===== src/rtl/match_accelerator.sv =====
// match_accelerator: scans a 64x24 note bitmap one row per cycle and reports
// the pitch (from the vertical centre of the note head) and the duration (filled or hollow).
`default_nettype none

module match_accelerator (
  input  logic          clk,
  input  logic          rst_n,
  input  logic          start,
  input  logic [1535:0] bmr,
  output logic [15:0]   noteReg,
  output logic [15:0]   lengthReg,
  output logic          finish
);

  typedef enum logic [1:0] {
    IDLE = 2'd0,
    SCAN = 2'd1,
    CALC = 2'd2,
    DONE = 2'd3
  } state_t;

  state_t          state_q;
  logic [1535:0]   bmp_q;
  logic [5:0]      row_q;
  logic [5:0]      top_q;
  logic [5:0]      bot_q;
  logic            head_seen_q;
  logic            hollow_seen_q;
  logic [2:0]      note_q;
  logic [3:0]      len_q;
  logic            finish_q;

  logic [23:0]     row_cur;
  logic [4:0]      row_pop;
  logic [23:0]     ink_above;
  logic [23:0]     ink_below;
  logic            row_hollow;
  logic            row_is_head;
  logic [6:0]      sum7;
  logic [6:0]      c7;
  logic [6:0]      idx7;
  logic [2:0]      note_d;
  logic [3:0]      len_d;

  // The capture register is shifted up one row per SCAN cycle, so the current row is always at the top.
  assign row_cur = bmp_q[1535 -: 24];

  always_comb begin
    row_pop       = 5'd0;
    ink_above     = 24'd0;
    ink_below     = 24'd0;
    for (int i = 0; i < 24; i++) begin
      row_pop = row_pop + {4'd0, row_cur[i]};
    end
    for (int i = 22; i >= 0; i--) begin
      ink_above[i] = ink_above[i+1] | row_cur[i+1];
    end
    for (int i = 1; i < 24; i++) begin
      ink_below[i] = ink_below[i-1] | row_cur[i-1];
    end
    // A blank pixel with ink somewhere on both sides marks the interior of a hollow head.
    row_hollow  = |(~row_cur & ink_above & ink_below);
    row_is_head = (row_pop != 5'd0) && (row_pop != 5'd24);
  end

  always_comb begin
    sum7 = {1'b0, top_q} + {1'b0, bot_q};
    c7   = sum7 >> 1;
    idx7 = (c7 + 7'd4) >> 3;
    case (idx7)
      7'd0, 7'd1: note_d = 3'd7;
      7'd2:       note_d = 3'd6;
      7'd3:       note_d = 3'd5;
      7'd4:       note_d = 3'd4;
      7'd5:       note_d = 3'd3;
      7'd6:       note_d = 3'd2;
      default:    note_d = 3'd1;
    endcase
    len_d = hollow_seen_q ? 4'd8 : 4'd4;
    if (!head_seen_q) begin
      note_d = 3'd0;
      len_d  = 4'd0;
    end
  end

  always_ff @(posedge clk or negedge rst_n) begin
    if (!rst_n) begin
      state_q       <= IDLE;
      bmp_q         <= '0;
      row_q         <= 6'd0;
      top_q         <= 6'd0;
      bot_q         <= 6'd0;
      head_seen_q   <= 1'b0;
      hollow_seen_q <= 1'b0;
      note_q        <= 3'd0;
      len_q         <= 4'd0;
      finish_q      <= 1'b0;
    end else begin
      case (state_q)
        IDLE: begin
          finish_q <= 1'b0;
          if (start) begin
            bmp_q         <= bmr;
            row_q         <= 6'd0;
            top_q         <= 6'd0;
            bot_q         <= 6'd0;
            head_seen_q   <= 1'b0;
            hollow_seen_q <= 1'b0;
            state_q       <= SCAN;
          end
        end
        SCAN: begin
          bmp_q <= bmp_q << 24;
          if (row_is_head) begin
            if (!head_seen_q) begin
              top_q <= row_q;
            end
            bot_q       <= row_q;
            head_seen_q <= 1'b1;
            if (row_hollow) begin
              hollow_seen_q <= 1'b1;
            end
          end
          row_q <= row_q + 6'd1;
          if (row_q == 6'd63) begin
            state_q <= CALC;
          end
        end
        CALC: begin
          note_q   <= note_d;
          len_q    <= len_d;
          finish_q <= 1'b1;
          state_q  <= DONE;
        end
        DONE: begin
          finish_q <= 1'b0;
          state_q  <= IDLE;
        end
        default: state_q <= IDLE;
      endcase
    end
  end

  assign noteReg   = {13'd0, note_q};
  assign lengthReg = {12'd0, len_q};
  assign finish    = finish_q;

endmodule

`default_nettype wire


===== config.mk =====
export PLATFORM = sky130hd
export DESIGN_NAME = match_accelerator
export DESIGN_NICKNAME = d
export VERILOG_FILES = /design/src/rtl/match_accelerator.sv
export SDC_FILE = /design/constraint.sdc
export NUM_CORES = 2
export LEC_CHECK = 0
export BUFFER_PORTS_ARGS = -buffer_cell sky130_fd_sc_hd__buf_4
export CAP_MARGIN = 5
export CORE_AREA = 2 2 619 621
export CTS_CLUSTER_DIAMETER = 30
export DETAILED_ROUTE_END_ITERATION = 16
export DIE_AREA = 0 0 621 623
export MAX_ROUTING_LAYER = met4
export PLACE_DENSITY_LB_ADDON = 0.2
export SYNTH_ARGS = -nofsm -noshare
export SYNTH_HDL_FRONTEND = slang
export SYNTH_SLANG_ARGS = --single-unit

===== constraint.sdc =====
create_clock -name clk -period 5.8 [get_ports clk]
set_clock_uncertainty 0.1 [all_clocks]
set_input_delay 1.16 -clock clk [delete_from_list [all_inputs] [get_ports clk]]
set_output_delay 1.16 -clock clk [all_outputs]
set_load 0.01 [all_outputs]

== Yosys cells after proc, flatten, opt, wreduce, memory -nomap -nowiden ==
Cells that the tools add are included.
W data, S select, Z words.

* $lt $le $gt $ge: 0
* Divide/modulo/power cells: 0
* Shifts and indexed selects: 0
* Add/subtract/negate cells: 26
* Equality and inequality tests: 16
* Mux-type cells: 23
* Reductions and logical operators: 14
* Bitwise logic cells: 47
* $mul: 0

{| class="wikitable"
|+ Operators by type and width
! cell !! number
|-
| $pmux W1536 S2 || 1
|-
| $mux W1536 || 1
|-
| $add A5 B1 Y5 || 19
|-
| $or A1 B1 Y1 || 44
|-
| $pmux W6 S2 || 3
|-
| $and A24 B23 Y24 || 1
|-
| $and A24 B24 Y24 || 1
|-
| $mux W6 || 4
|-
| $not A24 Y24 || 1
|-
| $reduce_or A24 Y1 || 1
|-
| $pmux W3 S6 || 1
|-
| $eq A4 B3 Y1 const B || 3
|-
| $ne A2 B2 Y1 const B || 5
|-
| $eq A4 B2 Y1 const B || 2
|-
| $mux W4 || 2
|-
| $pmux W2 S4 || 1
|-
| $reduce_and A4 Y1 || 2
|-
| $add A6 B3 Y7 const B || 1
|-
| $add A6 B6 Y7 || 1
|-
| $logic_not A7 Y1 || 1
|-
| $add A6 B1 Y6 const B || 1
|-
| $eq A6 B6 Y1 const B || 1
|-
| $pmux W1 S2 || 3
|-
| $add A4 B1 Y5 || 1
|-
| other kinds (17) || 25
|}

* Memory bits (read-only): 0
* Output and inout port bits: 33
* Bits in writable memories: 0
* Latch bits: 0
* Register bits after elaboration: 1566
* Memories kept: 0

== Depth between registers and ports, before layout ==
* Depth after elaboration: 28
* Mapped depth: 20

== Worst setup path before layout ==
Ideal clock, no wire load.

* Path type: register to register
* Start point: register bmp_q[1529]
* End point: register top_q[3]
* Arrival: 4.800 ns
* Period minus slack after synthesis: 5.031 ns
* Buffers on the path: 2
* Data required time: 5.569 ns
* Slack: 0.769 ns
* Stages on the path, launching flop included: 20
* Cell sequence: dfrtp_1 -> fa_1 -> inv_1 -> fa_1 -> fa_1 -> inv_1 -> fa_1 -> inv_1 -> fa_1 -> inv_1 -> ha_1 -> inv_1 -> fa_1 -> xor2_1 -> nand4b_1 -> a211oi_1 -> a31o_2 -> clkbuf_1 -> buf_2 -> o211ai_1

* Word-level cells in the longest chain between the ends: 11
* Elaborated cells between the ends (all ways): 12

{| class="wikitable"
|+ RTL lines
! item !! RTL line !! text
|-
| start: declaration || 23 || <nowiki>logic [1535:0] bmp_q;</nowiki>
|-
| start signal: assignment || 103 || <nowiki>bmp_q <= bmr;</nowiki>
|-
| start signal: assignment || 113 || <nowiki>bmp_q <= bmp_q << 24;</nowiki>
|-
| $add A5 B1 Y5 * (7 in a row) || 53 || <nowiki>row_pop = row_pop + {4'd0, row_cur[i]};</nowiki>
|-
| $ne A5 B5 Y1 / $reduce_bool A5 Y1 (equally long branches) || 63 || <nowiki>row_is_head = (row_pop != 5'd0) && (row_pop != 5'd24);</nowiki>
|-
| $logic_and A1 B1 Y1 * || 63 ||
|-
| $ne A2 B2 Y1 (no line) * || - ||
|-
| $reduce_and A4 Y1 (no line) * || - ||
|-
| end signal: assignment || 116 || <nowiki>top_q <= row_q;</nowiki>
|-
| end: declaration || 25 || <nowiki>logic [5:0] top_q;</nowiki>
|}

Mark *: on every way between the ends. The rest lies on a longest branch, timed or not.
A chain may end at the register's enable or synchronous reset.

== Final worst setup path ==
* Start point: register bmp_q[1523]
* End point: register top_q[0]

* Word-level cells in the longest chain between the ends: 17
* Elaborated cells between the ends (all ways): 18

{| class="wikitable"
|+ RTL lines
! item !! RTL line
|-
| $add A5 B1 Y5 * (13 in a row) || 53
|-
| $ne A5 B5 Y1 / $reduce_bool A5 Y1 (equally long branches) || 63
|-
| $logic_and A1 B1 Y1 * || 63
|-
| $ne A2 B2 Y1 (no line) * || -
|-
| $reduce_and A4 Y1 (no line) * || -
|}

Marks and branches as above.

==> impl_metrics.ini <==
[outcome]
run_status = finished clean

[clock_network]
post_cts_resized = 0
cts.path.max_buffers = 4
clock-sinks = 1564
cts_inserted_buffers = 482
cts_hold_repair.buffers = 0
htree_depth = 5
cts.reportedPaths.clkPinSlew_ns = 0.04
cts_post_setup_buffers_inserted = 0
clockRootBuffer = sky130_fd_sc_hd__clkbuf_16
clock_latency_ns = 0.96
cts_tree = done

[global_route]
first_pass_grt_wire_length_um = 456400
gr-usage-all-layers = 0.1685
globalRouteOverflowTotal = 0
grt_max_degree = 269
grt_pass1_vias = 60090
initial_antenna_violation_count = 180

[cells_and_area]
fillers = 40300
drive_gt1_frac = 0.2760
multi_input_area_sq_um = 30390
nNetsFinal = 10100
sequential_cell_area_sq_um = 39140
syn_to_final_growth_pct = 47.25

[logic_synthesis]
synth.cell_area_sq_um = 71940
ys_ff_latch = 1564
ys_dominant_reg_cell = sky130_fd_sc_hd__dfrtp_1
post-synth-top-count-cell = sky130_fd_sc_hd__dfrtp_1
post_synthesis_average_cell_area_sq_um = 10.40
synth_area_leader_cell = sky130_fd_sc_hd__dfrtp_1
synth-edff-count = 0
synth.top_cells.by_area = sky130_fd_sc_hd__dfrtp_1 54%, sky130_fd_sc_hd__mux2i_1 21%, sky130_fd_sc_hd__o21ai_0 9.5%
seq_area_frac_synth = 0.5440
ys_async_sr_fraction = 1.000
synthesis.yosys.warnings = 0
synth_common_cells = 1,564 x sky130_fd_sc_hd__dfrtp_1, 1,550 x sky130_fd_sc_hd__nand2_1, 1,513 x sky130_fd_sc_hd__mux2i_1
post_synth_num_cell_types = 57
netlist_instances = 6918
synth.top_cell.area_share = 0.5440

[power_and_ir_drop]
leakage_nw = 57.27
p_total_w = 0.03863
p_per_area_nw_per_um2 = 364.7
worst_vdd_ir_uv = 288.4

[job]
max-cap-violations = 0

[detailed_routing]
num_vias = 56990
antenna_left = 0
detailed_routing_iterations_pass_1 = 5
avgRoutedWirePerCell_um = 23.15
post_drt_via_cell_ratio = 4.037
drt_iter0_drc = 3050
detail_route.drc_violations = 0
finalWirelength_um = 326800

[critical_path]
cp.required_ns = 6.48
critical_path.reg2reg.endpoint = top_q[0]
arrival_worst_endpoint_ns = 5.92
startpoint_type = flip-flop
timing.rr.start = bmp_q[1523]
worst_setup_path_end_kind = flip-flop
critical_path_class = flip-flop to flip-flop
critPathCapture = top_q[0]
critPathMaxFanout = 26
reg2regPathDepth = 19
reg2reg_slack_ns = 0.55
setup.worst_path.start = bmp_q[1523]

[sta]
tightest_slew_ns = 1.194
timing.final.setup_violations = 0
rsz_0062_raised_after_global_routing = false
fin_setup_tns_ns = 0
period_needed_ns = 5.245
timing_max_transition_violations_final = 0
max_slew_margin = 0.2038
max_freq_mhz = 190.7
fin_crit_sh = 0.9043
timing.final.hold_violations = 0

[worst_hold_path]
worstHoldPathType = input port to async pin

[floorplan]
initial_core_util = 0.1890
dieArea_sq_um = 386900
design.core.area_sq_um = 380600
row_count = 227
chip_height_um = 623
num_io_pins = 1572
fp.dieW_um = 621

[placed_design]
place.port_buffers = 1544
finalWeightedCongestion = 0.8553
placed_wire_length_estimate_after_detailed_placement_um = 251400
==> through the flow <==
| step | instances | hold WS [ns] | instance area (sq um) | util | worst slack, ns |
|---|---|---|---|---|---|
| floorplan | 6944 | 0.3496 | 72040 | - | 0.7691 |
| global placement | 13080 | 0.3606 | 88820 | 0.2334 | 0.4688 |
| detailed placement | 13080 | 0.3695 | 88820 | 0.2334 | 0.5601 |
| CTS | 13980 | 0.03926 | 105600 | 0.2774 | 0.5225 |
| global route | 14110 | 0.06651 | 105900 | 0.2783 | 0.3117 |
| finish | 14120 | 0.1050 | 105900 | 0.2783 | 0.5548 |
==> cell families (layout without fill, tap and decap cells) <==
kind of cell / count (synthesis) / after routing / synth area share
buffers and inverters: 583 / 2580 / 0.03539
AO/OA/AOI/OAI: 1601 / 1601 / 0.1143
AND/OR/NAND/NOR: 1607 / 1607 / 0.08601
adder cells (fa/ha/maj): 35 / 35 / 0.007862
other: 1 / 165 / 0.00005213
multiplexers: 1517 / 1517 / 0.2112
flip-flops: 1564 / 1564 / 0.5440
XOR/XNOR: 10 / 10 / 0.001217
==> cell type report <==
type                       instances  share of cell area
antenna                          138            0.003260
clock buffer                     692              0.1326
clock inverter                   204             0.02569
inverter                          40            0.001417
multi-input combinational       4797              0.2868
sequential                      1564              0.3695
tap                             5038             0.05951
timing repair buffer            1644              0.1212
==> worst min-delay path by stage <==
| stage | startpoint | endpoint | cells after the start |
|---|---|---|---|
| 2_1_floorplan | bmp_q[1000] | bmp_q[1000] | 2 |
| 3_3_place_gp | bmp_q[750] | bmp_q[750] | 2 |
| 3_5_place_dp | bmp_q[1257] | bmp_q[1257] | 2 |
| 4_1_cts | rst_n | bmp_q[455] | 1 |
| 5_1_grt | rst_n | bmp_q[500] | 1 |
| 6_report | rst_n | bmp_q[455] | 1 |
==> cells in the final DEF, fill, tap and decap left out, types with 90 or more instances in the layout <==
master                      instances
sky130_fd_sc_hd__buf_4           1605
sky130_fd_sc_hd__dfrtp_1         1564
sky130_fd_sc_hd__nand2_1         1550
sky130_fd_sc_hd__mux2i_1         1510
sky130_fd_sc_hd__o21ai_0         1360
sky130_fd_sc_hd__clkbuf_16        482
sky130_fd_sc_hd__o21ai_1          166
sky130_fd_sc_hd__diode_2          138
sky130_fd_sc_hd__clkbuf_8         120
sky130_fd_sc_hd__clkinv_2         115
sky130_fd_sc_hd__clkbuf_1          90
==> metal layers <==
metal | global-route usage | share of wire
met5 | - | 0
met4 | 0.05938 | 0.028
met3 | 0.05229 | 0.068
met2 | 0.2715 | 0.48
met1 | 0.1977 | 0.42
==> where the power goes <==
group / total, W / internal, W / switching, W
Clock: 0.0265 / 0.0185 / 0.00802
Sequential: 0.0110 / 0.0110 / 0
Combinational: 0.00117 / 0.000695 / 0.000471
==> flip-flops by register name, indices dropped and copies added, names as in the netlist <==
| signal | flops |
|---|---|
| row_q | 6 |
| finish | 1 |
| state_q | 2 |
| bot_q | 6 |
| head_seen_q | 1 |
| hollow_seen_q | 1 |
| top_q | 6 |
| bmp_q | 1536 |
| note_q | 3 |
| len_q | 2 |
==> critical path: stages (launching register included) <==
cell and delay, ns:
sky130_fd_sc_hd__dfrtp_1 0.43, sky130_fd_sc_hd__fa_1 0.57, sky130_fd_sc_hd__inv_1 0.06, sky130_fd_sc_hd__fa_1 0.47
sky130_fd_sc_hd__inv_1 0.05, sky130_fd_sc_hd__fa_1 0.47, sky130_fd_sc_hd__fa_1 0.50, sky130_fd_sc_hd__inv_1 0.05
sky130_fd_sc_hd__fa_1 0.44, sky130_fd_sc_hd__inv_1 0.07, sky130_fd_sc_hd__ha_1 0.17, sky130_fd_sc_hd__inv_1 0.07
sky130_fd_sc_hd__fa_1 0.47, sky130_fd_sc_hd__xor2_1 0.17, sky130_fd_sc_hd__nand4b_1 0.14, sky130_fd_sc_hd__a211oi_1 0.29
sky130_fd_sc_hd__a31o_2 0.23, sky130_fd_sc_hd__buf_12 0.16, sky130_fd_sc_hd__o21ai_0 0.10, sky130_fd_sc_hd__o31ai_1 0.07
(Power assumes the default switching activity.)
